File: src/rtl/assoc_cache.sv
// N-way set-associative write-through cache with tree-PLRU replacement and DMA bus yielding.
// Optional CACHE_BYPASS_EN adds a bypass input that skips lookup and allocation.
module assoc_cache #(
  parameter int WORD_SIZE = 16,
  parameter int WAYS      = 2,
  parameter int SET_BITS  = 2
) (
  input  logic                   clk,
  input  logic                   reset,
`ifdef CACHE_BYPASS_EN
  input  logic                   bypass,
`endif
  input  logic                   bus_granted,
  input  logic                   readC,
  input  logic                   writeC,
  input  logic [WORD_SIZE-1:0]   address,
  input  logic [WORD_SIZE-1:0]   wdata,
  output logic [WORD_SIZE-1:0]   rdata,
  output logic                   readyC,
  output logic                   readM,
  output logic                   writeM,
  output logic [WORD_SIZE-1:0]   addressM,
  input  logic [4*WORD_SIZE-1:0] mem_rdata,
  output logic [4*WORD_SIZE-1:0] mem_wdata,
  input  logic                   input_readyM,
  input  logic                   doneM,
  output logic [WORD_SIZE-1:0]   num_cache_access,
  output logic [WORD_SIZE-1:0]   num_cache_miss
);

  // state  | meaning
  // IDLE   | waiting for readC/writeC, latches request
  // TAG    | tag compare, hit/miss decision, victim selection
  // FILL   | line fetch from memory (yields to DMA)
  // WRITE  | write-through of updated line (yields to DMA)
  // DONE   | one-cycle readyC, PLRU update

  localparam int SETS      = 1 << SET_BITS;
  localparam int TAG_BITS  = WORD_SIZE - SET_BITS - 2;
  localparam int LINE_W    = 4 * WORD_SIZE;
  localparam int WAY_BITS  = (WAYS > 1) ? $clog2(WAYS) : 1;
  localparam int PLRU_BITS = (WAYS == 4) ? 3 : 1;

  typedef enum logic [2:0] {S_IDLE, S_TAG, S_FILL, S_WRITE, S_DONE} state_t;

  state_t state, state_nxt;

  logic [WORD_SIZE-1:0] addr_q, wdata_q, rdata_q, access_q, miss_q;
  logic                 is_write_q, bypass_q, bypass_in;
  logic [WAY_BITS-1:0]  way_q, hit_way, victim;
  logic [LINE_W-1:0]    line_q, hit_line, fill_line;
  logic                 hit, found_inv, fill_ack;

  logic [LINE_W-1:0]    data_mem [SETS][WAYS];
  logic [TAG_BITS-1:0]  tag_mem  [SETS][WAYS];
  logic [WAYS-1:0]      valid_q  [SETS];
  logic [PLRU_BITS-1:0] plru_q   [SETS];

  logic [1:0]            offset;
  logic [SET_BITS-1:0]   index;
  logic [TAG_BITS-1:0]   tag;
  logic [WORD_SIZE-1:0]  line_addr;

`ifdef CACHE_BYPASS_EN
  assign bypass_in = bypass;
`else
  assign bypass_in = 1'b0;
`endif

  assign offset    = addr_q[1:0];
  assign index     = addr_q[SET_BITS+1:2];
  assign tag       = addr_q[WORD_SIZE-1:SET_BITS+2];
  assign line_addr = {addr_q[WORD_SIZE-1:2], 2'b00};
  assign fill_ack  = (state == S_FILL) && input_readyM && !bus_granted;

  function automatic logic [LINE_W-1:0] merge_word(input logic [LINE_W-1:0] line,
                                                   input logic [1:0] off,
                                                   input logic [WORD_SIZE-1:0] w);
    logic [LINE_W-1:0] r;
    r = line;
    r[int'(off)*WORD_SIZE +: WORD_SIZE] = w;
    return r;
  endfunction

  // Tree encoding: a 0 bit points the victim at the left subtree.
  function automatic logic [WAY_BITS-1:0] plru_victim(input logic [PLRU_BITS-1:0] p);
    logic [2:0] pp;
    int v;
    pp = 3'(p);
    v = 0;
    if (WAYS == 2) v = int'(pp[0]);
    else if (WAYS == 4) v = pp[0] ? (pp[2] ? 3 : 2) : (pp[1] ? 1 : 0);
    return WAY_BITS'(v);
  endfunction

  function automatic logic [PLRU_BITS-1:0] plru_touch(input logic [PLRU_BITS-1:0] p,
                                                      input logic [WAY_BITS-1:0] w);
    logic [2:0] pp;
    int wi;
    pp = 3'(p);
    wi = int'(w);
    if (WAYS == 2) pp[0] = (wi == 0);
    else if (WAYS == 4) begin
      pp[0] = (wi < 2);
      if (wi < 2) pp[1] = (wi == 0);
      else        pp[2] = (wi == 2);
    end
    return PLRU_BITS'(pp);
  endfunction

  always_comb begin
    hit     = 1'b0;
    hit_way = '0;
    for (int w = 0; w < WAYS; w++) begin
      if (!hit && valid_q[index][w] && (tag_mem[index][w] == tag)) begin
        hit     = 1'b1;
        hit_way = WAY_BITS'(w);
      end
    end
  end

  always_comb begin
    found_inv = 1'b0;
    victim    = '0;
    for (int w = 0; w < WAYS; w++) begin
      if (!found_inv && !valid_q[index][w]) begin
        found_inv = 1'b1;
        victim    = WAY_BITS'(w);
      end
    end
    if (!found_inv) victim = plru_victim(plru_q[index]);
  end

  assign hit_line  = data_mem[index][hit_way];
  assign fill_line = is_write_q ? merge_word(mem_rdata, offset, wdata_q) : mem_rdata;

  always_ff @(posedge clk or posedge reset) begin
    if (reset) state <= S_IDLE;
    else       state <= state_nxt;
  end

  always_comb begin
    state_nxt = state;
    readyC    = 1'b0;
    readM     = 1'b0;
    writeM    = 1'b0;
    addressM  = '0;
    case (state)
      S_IDLE: if (readC || writeC) state_nxt = S_TAG;
      S_TAG: begin
        if (bypass_q)  state_nxt = is_write_q ? S_WRITE : S_FILL;
        else if (hit)  state_nxt = is_write_q ? S_WRITE : S_DONE;
        else           state_nxt = S_FILL;
      end
      S_FILL: begin
        addressM = line_addr;
        readM    = !bus_granted;
        if (input_readyM && !bus_granted) state_nxt = is_write_q ? S_WRITE : S_DONE;
      end
      S_WRITE: begin
        addressM = line_addr;
        writeM   = !bus_granted;
        if (doneM && !bus_granted) state_nxt = S_DONE;
      end
      S_DONE: begin
        readyC    = 1'b1;
        state_nxt = S_IDLE;
      end
      default: state_nxt = S_IDLE;
    endcase
  end

  always_ff @(posedge clk or posedge reset) begin
    if (reset) begin
      addr_q     <= '0;
      wdata_q    <= '0;
      is_write_q <= 1'b0;
      bypass_q   <= 1'b0;
      way_q      <= '0;
      line_q     <= '0;
      rdata_q    <= '0;
      access_q   <= '0;
      miss_q     <= '0;
      for (int s = 0; s < SETS; s++) begin
        valid_q[s] <= '0;
        plru_q[s]  <= '0;
      end
    end else begin
      case (state)
        S_IDLE: begin
          if (readC || writeC) begin
            addr_q     <= address;
            wdata_q    <= wdata;
            is_write_q <= writeC & ~readC;
            bypass_q   <= bypass_in;
          end
        end
        S_TAG: begin
          if (bypass_q) begin
            if (is_write_q) line_q <= merge_word('0, offset, wdata_q);
          end else begin
            access_q <= access_q + 1'b1;
            if (hit) begin
              way_q <= hit_way;
              if (is_write_q) line_q  <= merge_word(hit_line, offset, wdata_q);
              else            rdata_q <= hit_line[int'(offset)*WORD_SIZE +: WORD_SIZE];
            end else begin
              miss_q <= miss_q + 1'b1;
              way_q  <= victim;
            end
          end
        end
        S_FILL: begin
          if (fill_ack) begin
            if (is_write_q) line_q  <= fill_line;
            else            rdata_q <= mem_rdata[int'(offset)*WORD_SIZE +: WORD_SIZE];
            if (!bypass_q) valid_q[index][way_q] <= 1'b1;
          end
        end
        S_DONE: begin
          if (!bypass_q) plru_q[index] <= plru_touch(plru_q[index], way_q);
        end
        default: ;
      endcase
    end
  end

  // Line storage carries no reset; valid bits gate every use.
  always_ff @(posedge clk) begin
    if (state == S_TAG && !bypass_q && hit && is_write_q)
      data_mem[index][hit_way] <= merge_word(hit_line, offset, wdata_q);
    if (fill_ack && !bypass_q) begin
      data_mem[index][way_q] <= fill_line;
      tag_mem[index][way_q]  <= tag;
    end
  end

  assign rdata            = rdata_q;
  assign mem_wdata        = line_q;
  assign num_cache_access = access_q;
  assign num_cache_miss   = miss_q;

endmodule

File: config.mk
export PLATFORM = sky130hd
export DESIGN_NAME = assoc_cache
export DESIGN_NICKNAME = d
export VERILOG_FILES = /design/src/rtl/assoc_cache.sv
export SDC_FILE = /design/constraint.sdc
export NUM_CORES = 1
export LEC_CHECK = 0
export ABC_AREA = 1
export CORE_ASPECT_RATIO = 1.1
export CORE_MARGIN = 2
export CORE_UTILIZATION = 40
export CTS_CLUSTER_SIZE = 24
export DETAILED_ROUTE_END_ITERATION = 10
export GPL_ROUTABILITY_DRIVEN = 0
export HOLD_SLACK_MARGIN = 0.02
export SLEW_MARGIN = 5
export SYNTH_ARGS = -nofsm -noshare
export SYNTH_HDL_FRONTEND = slang
export SYNTH_SLANG_ARGS = --single-unit
File: constraint.sdc
create_clock -name clk -period 10.8 [get_ports clk]
set_clock_uncertainty 0.1 [all_clocks]
set_input_delay 2.16 -clock clk [delete_from_list [all_inputs] [get_ports clk]]
set_output_delay 2.16 -clock clk [all_outputs]
set_load 0.05 [all_outputs]
==> metrics.md <==
| Metric | Value |
|---|---|
| Post-layout net count | `just under 4000` |
| Htree depth | `3` |
| Pwr Density | `around 320 nW/um^2` |
| Met2 WL post-DR | `52600 um` |
| Die width | `~290 um` |
| Synth Area per Inst | `slightly below 10 um^2` |
| Fraction of registers with async set or reset after synthesis | `about a fifth` |
| Most common flop cell mapped by yosys | `edfxtp_1` |
| CTS root buf | `clkbuf_16` |
| Total Power | `approximately 13 mW` |
| Max VDD drop | `about 0.00023 V` |
| Core Util, Final | `47.1%` |
| Cells after Synth | `~3600` |
| Req. time, crit path | `11.23 ns` |
| Most frequent cell after synthesis | `nand2_1` |
| Tightest Pin Transition | `~1.2 ns` |
| Die Y | `315 um` |
| Post-route cell area | `slightly above 40000 um^2` |
| ANT cells | `0` |
| Outcome | `finished clean` |
| F_max | `roughly 0.17 GHz` |
| Layout area overhead | `17.1%` |
| Fill cell count | `about 8200` |
| Number of top-level pins | `around 230` |
| Max layer used | `met5` |
| Final period utilization | `a little over half` |
| Proportion of netlist area held by the largest area contributor | `approximately 52%` |
| Final Max Tran Viols | `0` |
| Initial DRT Pass Iterations | `6` |
| Core Box Area | `slightly below 90000 um^2` |
| Hpwl dp | `~73000 um` |
| Min Tclk post-route | `a little under 6 ns` |
| Final hold viol count | `0` |
| Crit-path slowest cell | `buf_4` |
| Via Count | `27600` |
| Largest net degree at the start of global routing | `around 140` |
| CP Data Arrival Time | `about 6.2 ns` |
| Residual DRC | `0` |
| Remaining global-route overflow | `0` |
| CTS buffer count | `84` |
| Critical path's largest stage delay | `between 0.8 and 0.9 ns` |
| Num Clock Sinks | `769` |
| Layout cells sized above 1 | `under 10%` |
| Final setup violation count | `0` |
| Rel. slew slack | `between 10% and 20%` |
| First-pass GRT wire length | `169000 um` |
| Clock transition at the registers of the reported paths | `approximately 0.060 ns` |
| GRT Total Usage | `around a quarter` |
| Top cells by count, synth | `nand2_1, edfxtp_1, nor2_1` |
| Hold-fix buffers, CTS | `0` |
| Worst hold path class | `reg2reg` |
| Max FO, Critical Path | `slightly above 80` |
| Non-Filler Instances | `4969` |
| CP Cell Sequence | `buf_4 -> inv_2 -> nand2_1 -> nand2_1 -> nand2_1 -> nand2_1 -> nand2_1 -> nand2_1 -> nor2_1 -> nand2_1 -> nor2_1 -> nand2_2 -> buf_4 -> o21ai_1 -> nor2_1 -> inv_2 -> nand3b_4 -> buf_4 -> nor2_1 -> nand2_1 -> nand2_1` |
| Met1 wire length | `46600 um` |
| Netlist cell types | `39` |
| Synth Register Bits | `769` |
| Startpoint type of the worst setup path | `flop` |
| Row cnt | `roughly 110` |
| Max_cap viols | `0` |
| CTS tree | `built` |
| IO buf count | `approximately 230` |
| R2R cell count | `21` |
| Post-synth EDFFs | `roughly 600` |
| Sum of negative setup slack | `0 ns` |
| WP buf/inv | `5` |
| Routed WL | `115000 um` |
| Largest buffer count on any clock path | `3` |
| Hold path depth | `2` |
| Post-synthesis cell area | `around 35000 um^2` |
| Antenna-violating nets left | `0` |
| Delay-heaviest family, CP | `buffers and inverters` |
| Most used cell, CP | `nand2_1` |
| Top cell type by total area after synthesis | `edfxtp_1` |
| Top cells by area, synth | `edfxtp_1, nand2_1, dfrtp_1, nand3_1, nor2_1` |
| Later-pin clock latency in the skew report | `between 0.6 and 0.7 ns` |
| Drt wl/cell | `~23 um` |
| Antenna violations before repair | `1` |
| Resized cells post-CTS | `0` |
| Seq/Total Area, Yosys | `a little over three fifths` |
| Vias in the first global route | `between 20000 and 30000` |
| Starting Density | `40.2%` |
| CP endpoint kind | `flop` |
| Vias per cell | `5.55` |
| Met3 WL | `11800 um` |
| Placed Instances | `a little under 5000` |
| 1st-iter DRT viols | `3125` |
| Critical Path Stages | `21` |
| P_leak | `about 16 nW` |
| Area after DPL | `38400 um^2` |
| Full die area | `about 90000 um^2` |
| WS Path Type | `reg2reg` |
| Post-CTS Setup Repair Bufs | `0` |
| Synth warn | `0` |
| RSZ-0062 raised after global routing | `false` |
-- final cells by class --
cell class,instances,area [um^2],share of cell area [%]
Clock inverter,42,509,1.23
Inverter,132,518,1.26
Sequential cell,769,22300,54.0
Tap cell,1160,1450,3.52
Multi-Input combinational cell,2477,11500,27.9
Timing Repair Buffer,274,2650,6.42
Clock buffer,115,2310,5.60
-- cells in the final DEF (no fill, tap or decap), types with 48 or more instances in the layout --
cell type / count
a22o_1: 50
o21ai_1: 100
clkdlybuf4s50_1: 231
edfxtp_1: 608
inv_1: 118
a22oi_1: 145
clkbuf_16: 85
o21ai_0: 138
nand2_1: 1226
nor2_1: 340
a221oi_1: 48
dfrtp_1: 159
nand3_1: 300
-- path summary, 6_finish.rpt --
path	to	slack, ns	startpoint
worst min-delay path	valid_q[6]	0.35	valid_q[6]
min in group asynchronous	num_cache_access[7]	1.92	reset
worst max-delay path	mem_wdata[55]	4.99	addr_q[2]
worst max register to register	mem_wdata[55]	4.99	addr_q[2]
max in group asynchronous	mem_wdata[35]	7.49	reset
worst min register to register	valid_q[6]	0.35	valid_q[6]
-- routing by layer --
metal  vias to the layer above  track usage [%]
met2                      1363             39.6
met4                         2             9.13
met3                       212             5.41
met5                         -                0
met1                     13400             34.1
li1                      12600                -
-- tightest hold or removal path: stages, from the launching register on --
cell and delay, ns:
dfrtp_1 0.32, inv_1 0.04, o21ai_0 0.06
-- cell families after synthesis --
group	synth area share, %
other	0.0107
XOR/XNOR	0.697
adder cells (fa/ha/maj)	0.249
AND/OR/NAND/NOR	22.1
flip-flops	63.3
buffers and inverters	4.25
AO/OA/AOI/OAI	9.44
-- report_power, final --
part	switching [mW]	internal [mW]	leakage [nW]	total (mW)
clock network	1.22	1.73	1.37	2.94
logic	4.48	1.58	7.51	6.06
registers	0.258	4.14	7.52	4.40
total	5.95	7.45	16.4	13.4
-- metrics by stage --
step	hold slack, ns	setup slack, ns
6_report	0.355	4.99
5_1_grt	0.376	4.47
4_1_cts	0.357	4.99
3_5_place_dp	0.344	4.47
3_3_place_gp	0.339	4.44
2_1_floorplan	0.324	4.19
-- flip-flops by register name, indices dropped and copies added (netlist names), 3 cells and up --
register / flops
data_mem: 512
tag_mem: 96
mem_wdata: 64
addr_q: 16
num_cache_access: 16
num_cache_miss: 16
rdata: 16
wdata_q: 16
valid_q: 8
plru_q: 4
state: 3
Power figures use the tool's default switching activity.
